## config.mk

```make
export PLATFORM = sky130hd
export DESIGN_NAME = tick_interval_timer
export DESIGN_NICKNAME = d
export VERILOG_FILES = /design/src/rtl/tick_timer_pkg.sv /design/src/rtl/tick_down_counter.sv /design/src/rtl/tick_interval_timer.sv
export SDC_FILE = /design/constraint.sdc
export NUM_CORES = 1
export LEC_CHECK = 0
export ABC_CLOCK_PERIOD_IN_PS = 3500
export BUFFER_PORTS_ARGS = -buffer_cell sky130_fd_sc_hd__buf_4
export CORE_AREA = 2 2 50 52
export CTS_CLUSTER_DIAMETER = 150
export DETAILED_ROUTE_END_ITERATION = 6
export DIE_AREA = 0 0 52 54
export HOLD_SLACK_MARGIN = 0.05
export PLACE_DENSITY = 0.82
export SLEW_MARGIN = 40
export SYNTH_ARGS = -nofsm -noshare
export SYNTH_HDL_FRONTEND = slang
export SYNTH_SLANG_ARGS = --single-unit
```

## constraint.sdc

```tcl
create_clock -name i_clk -period 3.5 [get_ports i_clk]
set_input_delay 0.7 -clock i_clk [delete_from_list [all_inputs] [get_ports i_clk]]
set_output_delay 0.7 -clock i_clk [all_outputs]
set_load 0.01 [all_outputs]
```

## src/rtl/tick_timer_pkg.sv

```systemverilog
// Shared types and default widths for the tick interval timer.
package tick_timer_pkg;

    typedef enum logic [1:0] {
        IDLE = 2'd0,
        RUN  = 2'd1,
        DONE = 2'd2
    } state_t;

    localparam int DEF_CNT_W = 8;
    localparam int DEF_OVR_W = 4;

endpackage

```

## src/rtl/tick_down_counter.sv

```systemverilog
// Loadable down-counter for tick intervals; raises expire when a tick lands on a count of one.
module tick_down_counter #(
    parameter int CNT_W = 8
) (
    input  logic             i_clk,
    input  logic             i_rst,
    input  logic             i_clear,
    input  logic             i_load,
    input  logic [CNT_W-1:0] i_load_val,
    input  logic             i_en,
    input  logic             i_reload,
    input  logic [CNT_W-1:0] i_reload_val,
    output logic [CNT_W-1:0] o_count,
    output logic             o_expire
);

    logic [CNT_W-1:0] r_count;
    logic             w_at_one;

    assign w_at_one = (r_count == CNT_W'(1));
    assign o_expire = i_en && w_at_one;
    assign o_count  = r_count;

    // A count of zero never decrements, so the counter cannot wrap without an expiry.
    always_ff @(posedge i_clk) begin
        if (i_rst || i_clear) begin
            r_count <= '0;
        end else if (i_load) begin
            r_count <= i_load_val;
        end else if (i_en) begin
            if (w_at_one) begin
                r_count <= i_reload ? i_reload_val : '0;
            end else if (r_count != '0) begin
                r_count <= r_count - CNT_W'(1);
            end
        end
    end

endmodule

```

## src/rtl/tick_interval_timer.sv

```systemverilog
// Programmable one-shot/periodic tick interval timer with sticky irq and overrun flags.
// Optional overrun event counter built only when TIT_OVR_CNT_EN is defined.
module tick_interval_timer
    import tick_timer_pkg::*;
#(
    parameter int CNT_W = DEF_CNT_W,
    parameter int OVR_W = DEF_OVR_W
) (
    input  logic             i_clk,
    input  logic             i_rst,
    input  logic             i_tick_in,
    input  logic             i_start,
    input  logic             i_stop,
    input  logic             i_periodic,
    input  logic [CNT_W-1:0] i_load_val,
    input  logic             i_irq_ack,
    output logic             o_irq,
    output logic             o_overrun,
    output logic             o_busy,
    output logic             o_start_err,
    output logic [CNT_W-1:0] o_count_out,
    output logic [OVR_W-1:0] o_ovr_cnt
);

    state_t           r_state;
    logic             r_irq;
    logic             r_overrun;
    logic             r_busy;
    logic             r_start_err;
    logic             r_mode;
    logic [CNT_W-1:0] r_reload;

    logic             w_load_zero;
    logic             w_start_ok;
    logic             w_start_bad;
    logic             w_cnt_en;
    logic             w_expire;
    logic             w_ovr_event;

    // Stop outranks start, so a simultaneous start is neither taken nor flagged.
    assign w_load_zero = (i_load_val == '0);
    assign w_start_ok  = i_start && !i_stop && !w_load_zero;
    assign w_start_bad = i_start && !i_stop && w_load_zero;
    assign w_cnt_en    = i_tick_in && (r_state == RUN) && !w_start_ok && !i_stop;
    assign w_ovr_event = w_expire && r_irq && !i_irq_ack;

    tick_down_counter #(
        .CNT_W(CNT_W)
    ) u_counter (
        .i_clk        (i_clk),
        .i_rst        (i_rst),
        .i_clear      (i_stop),
        .i_load       (w_start_ok),
        .i_load_val   (i_load_val),
        .i_en         (w_cnt_en),
        .i_reload     (r_mode),
        .i_reload_val (r_reload),
        .o_count      (o_count_out),
        .o_expire     (w_expire)
    );

    always_ff @(posedge i_clk) begin
        if (i_rst) begin
            r_state     <= IDLE;
            r_busy      <= 1'b0;
            r_irq       <= 1'b0;
            r_overrun   <= 1'b0;
            r_start_err <= 1'b0;
            r_mode      <= 1'b0;
            r_reload    <= '0;
        end else begin
            r_start_err <= w_start_bad;

            if (i_stop) begin
                r_state <= IDLE;
                r_busy  <= 1'b0;
            end else if (w_start_ok) begin
                r_state  <= RUN;
                r_busy   <= 1'b1;
                r_reload <= i_load_val;
                r_mode   <= i_periodic;
            end else begin
                case (r_state)
                    RUN: begin
                        if (w_expire && !r_mode) begin
                            r_state <= DONE;
                            r_busy  <= 1'b0;
                        end
                    end
                    DONE: begin
                        if (i_irq_ack) begin
                            r_state <= IDLE;
                        end
                    end
                    default: r_state <= IDLE;
                endcase
            end

            // An expiry in the acknowledge cycle wins, leaving irq set for the new event.
            if (w_expire) begin
                r_irq <= 1'b1;
            end else if (i_irq_ack) begin
                r_irq <= 1'b0;
            end

            if (i_irq_ack) begin
                r_overrun <= 1'b0;
            end else if (w_ovr_event) begin
                r_overrun <= 1'b1;
            end
        end
    end

`ifdef TIT_OVR_CNT_EN
    logic [OVR_W-1:0] r_ovr_cnt;

    always_ff @(posedge i_clk) begin
        if (i_rst || i_irq_ack) begin
            r_ovr_cnt <= '0;
        end else if (w_ovr_event && (r_ovr_cnt != {OVR_W{1'b1}})) begin
            r_ovr_cnt <= r_ovr_cnt + OVR_W'(1);
        end
    end

    assign o_ovr_cnt = r_ovr_cnt;
`else
    assign o_ovr_cnt = '0;
`endif

    assign o_irq       = r_irq;
    assign o_overrun   = r_overrun;
    assign o_busy      = r_busy;
    assign o_start_err = r_start_err;

endmodule

```

==> impl_metrics.env <==
export IMPL_status="completed"
export IMPL_cts_tree="built"
export IMPL_hp_class="reg2reg"
export IMPL_cts_sinks=23
export IMPL_nets=192
export IMPL_gr_max_usage_layer="met2"
export IMPL_grt_use_met2_pct=35.86
export IMPL_drv_cap=0
export IMPL_root_buffer="clkbuf_4"
export IMPL_gp_congestion=0.8094
export IMPL_synth_avg_cell_area_sq_um=8.216
export IMPL_numPortBuffers=26
export IMPL_utilization_pct=61.92
export IMPL_met1_usage_pct=29.47
export IMPL_path_clk_slew_ns=0.13
export IMPL_hpwlAfterDp_um=2202
export IMPL_hold_viol_final=0
export IMPL_p_comb_share_pct=17.0
export IMPL_power_mw=0.4841
export IMPL_grt_pass1_vias=1011
export IMPL_stdcell_count=203
export IMPL_synth_ff_type="dfxtp_1"
export IMPL_firstDrtPassIters=4
export IMPL_viasPerCell=5.818
export IMPL_timing_final_crit_share_pct=60.98
export IMPL_post_drt_wl_per_cell_um=13.90
export IMPL_clk_latency_ns=0.30
export IMPL_cts_buffers=3
export IMPL_fmax_mhz=468.5
export IMPL_ys_seq_area_share_pct=37.36
export IMPL_ir_drop_mv=0.3860
export IMPL_drc=0
export IMPL_synth_edff_count=0
export IMPL_cp_slowest_cell="a21o_1"
export IMPL_critPathMaxStageDelay_ns=0.51
export IMPL_criticalPathCategory="in2reg"
export IMPL_ys_types=41
export IMPL_syn_area_sq_mm=0.001232
export IMPL_fin_crit_ns=2.134
export IMPL_path_cells="buf_4 -> nor4_1 -> a21o_1 -> nand2_1 -> o32ai_2"
export IMPL_die_w_um=52
export IMPL_rows=18
export IMPL_p_sw_share_pct=27.65
export IMPL_synth_async_sr_flop_share_pct=0
export IMPL_max_slew_margin_rel_pct=47.45
export IMPL_synth_seq_cells=23
export IMPL_cts_resized=0
export IMPL_drt_iter0_drc=56
export IMPL_postCtsSetupBuffers=0
export IMPL_syn_to_final_growth_pct=16.55
export IMPL_placedInstanceArea_sq_mm=0.001409
export IMPL_drt_wl_total_um=2822
export IMPL_cp_arrival_ns=2.36
export IMPL_clkPwrFrac_pct=25.0
export IMPL_required_ns=3.73
export IMPL_p_leak_nw=0.5608
export IMPL_fin_setup_tns_ns=0
export IMPL_grtUsageTotal_pct=21.27
export IMPL_clock_path_buffers=2
export IMPL_drive_gt1_share_pct=21.39
export IMPL_place_ws_ns=1.049
export IMPL_setup_viol=0
export IMPL_grt_max_degree=19
export IMPL_power_switching_mw=0.1338
export IMPL_io_pins=31
export IMPL_detail_route_antenna_nets=0
export IMPL_end_kind="register"
export IMPL_htree_levels=1
export IMPL_grt_pass1_wl_um=4526
export IMPL_start_util_pct=53.13
export IMPL_rsz0062_at_grt="false"
export IMPL_die_y_um=54
export IMPL_cts_hold_buffers_added=0
export IMPL_coreArea_sq_mm=0.002320
export IMPL_antennaDiodeCount=0
export IMPL_timing_hold_ws_ns=0.4669
export IMPL_grt_use_met3_pct=1.944
export IMPL_grt_overflow=0
export IMPL_num_vias=1181
export IMPL_path_max_fanout=18
export IMPL_dpl_cell_count=199
export IMPL_path_buf_inv=1
export IMPL_yosysWarnings=0
export IMPL_p_int_mw=0.3502
export IMPL_critPathLaunchType="primary input"
export IMPL_syn_inst=150
export IMPL_tightest_slew_ns=0.7882
export IMPL_antenna_found_initial=0
export IMPL_maxSlewViolCount=0
export IMPL_die_area_sq_mm=0.002808
export IMPL_fin_area_sq_mm=0.001436
export IMPL_cpLargestDelayFamily="compound AO/OA/AOI/OAI gates"
export IMPL_fin_worst_skew_ns=0.002563
export IMPL_final_setup_worst_slack_ns=1.366
export IMPL_p_per_area_mw_per_mm2=337.0
export IMPL_p_seq_share_pct=58.0
-- per-layer routing --
metal	up-vias	routed length [um]
met4	0	23
met3	4	226
met5	-	0
met2	61	1360
met1	534	1212
li1	582	-
-- kinds of logic (layout without fill, tap and decap cells) --
logic type	Yosys count	in the layout	share of synthesized area, %
simple gates	61	61	25.79
other cells	1	4	0.3043
compound gates	43	43	23.76
fa+ha+maj	3	3	3.046
buf+inv	16	36	7.613
xor+xnor	3	3	2.132
flops	23	23	37.36
-- synth_stat cells (2+ instances only) --
cell / number / share of area, %
inv_1: 5 / 1.5
nand2_1: 22 / 6.7
xnor2_1: 2 / 1.4
dfxtp_1: 23 / 37
nor3_1: 2 / 0.81
nand4_1: 2 / 1.0
buf_2: 3 / 1.2
buf_4: 6 / 3.7
and3_1: 2 / 1.0
nand3_1: 5 / 2.0
a22o_1: 3 / 2.1
a21oi_1: 15 / 6.1
o21ai_0: 4 / 1.6
nor4_1: 3 / 1.5
a31oi_1: 5 / 2.5
o211ai_1: 6 / 3.7
nor3b_1: 3 / 1.8
ha_1: 3 / 3.0
nor2_1: 14 / 4.3
-- registers in the layout, indices dropped and copies added (netlist names) --
register	cells
o_busy	1
r_mode	1
o_start_err	1
r_state	2
o_overrun	1
r_reload	8
o_irq	1
u_counter.o_count	8
-- layout make-up --
type	count	area, sq um
Clock buffer	3	22.52
Clock inverter	1	5.005
Fill cell	208	883.3
Inverter	5	18.77
Multi-Input combinational cell	114	689.4
Sequential cell	23	460.4
Tap cell	30	37.54
Timing Repair Buffer	27	202.7
-- tightest hold or removal path, stage by stage (launching register included) --
cell	delay, ns
dfxtp_1	0.33
nand2_1	0.05
a21oi_1	0.05
-- power groups by stage --
stage / sequential, mW / combinational (mW) / clock, mW
floorplan: 0.285 / 0.0547 / 0
global placement: 0.286 / 0.0791 / 0
detailed placement: 0.286 / 0.0812 / 0
CTS: 0.281 / 0.0818 / 0.120
global route: 0.282 / 0.0913 / 0.131
finish: 0.281 / 0.0824 / 0.121
-- final timing paths --
| kind | start | endpoint | slack (ns) | cells past startpoint |
|---|---|---|---|---|
| setup / recovery | i_load_val[4] | u_counter.o_count[2]$_SDFFE_PP0P_ | 1.37 | 5 |
| hold / removal | r_reload[7]$_SDFFE_PP0P_ | r_reload[7]$_SDFFE_PP0P_ | 0.47 | 2 |
| setup reg to reg | u_counter.o_count[3]$_SDFFE_PP0P_ | u_counter.o_count[2]$_SDFFE_PP0P_ | 1.48 | 5 |
| hold reg to reg | r_reload[7]$_SDFFE_PP0P_ | r_reload[7]$_SDFFE_PP0P_ | 0.47 | 2 |
-- cell usage in the layout (no fill, tap or decap), drive strengths merged, types with 2 or more instances in the layout --
cell type / Yosys / final
a21oi: 15 / 15
a22o: 3 / 3
a31oi: 5 / 5
and3: 2 / 2
buf: 10 / 27
clkbuf: 1 / 3
conb: 1 / 4
dfxtp: 23 / 23
ha: 3 / 3
inv: 5 / 5
nand2: 23 / 23
nand3: 5 / 5
nand4: 2 / 2
nor2: 14 / 14
nor3: 2 / 2
nor3b: 3 / 3
nor4: 4 / 4
o211ai: 6 / 6
o21ai: 5 / 5
xnor2: 2 / 2
(Power assumes the default switching activity.)
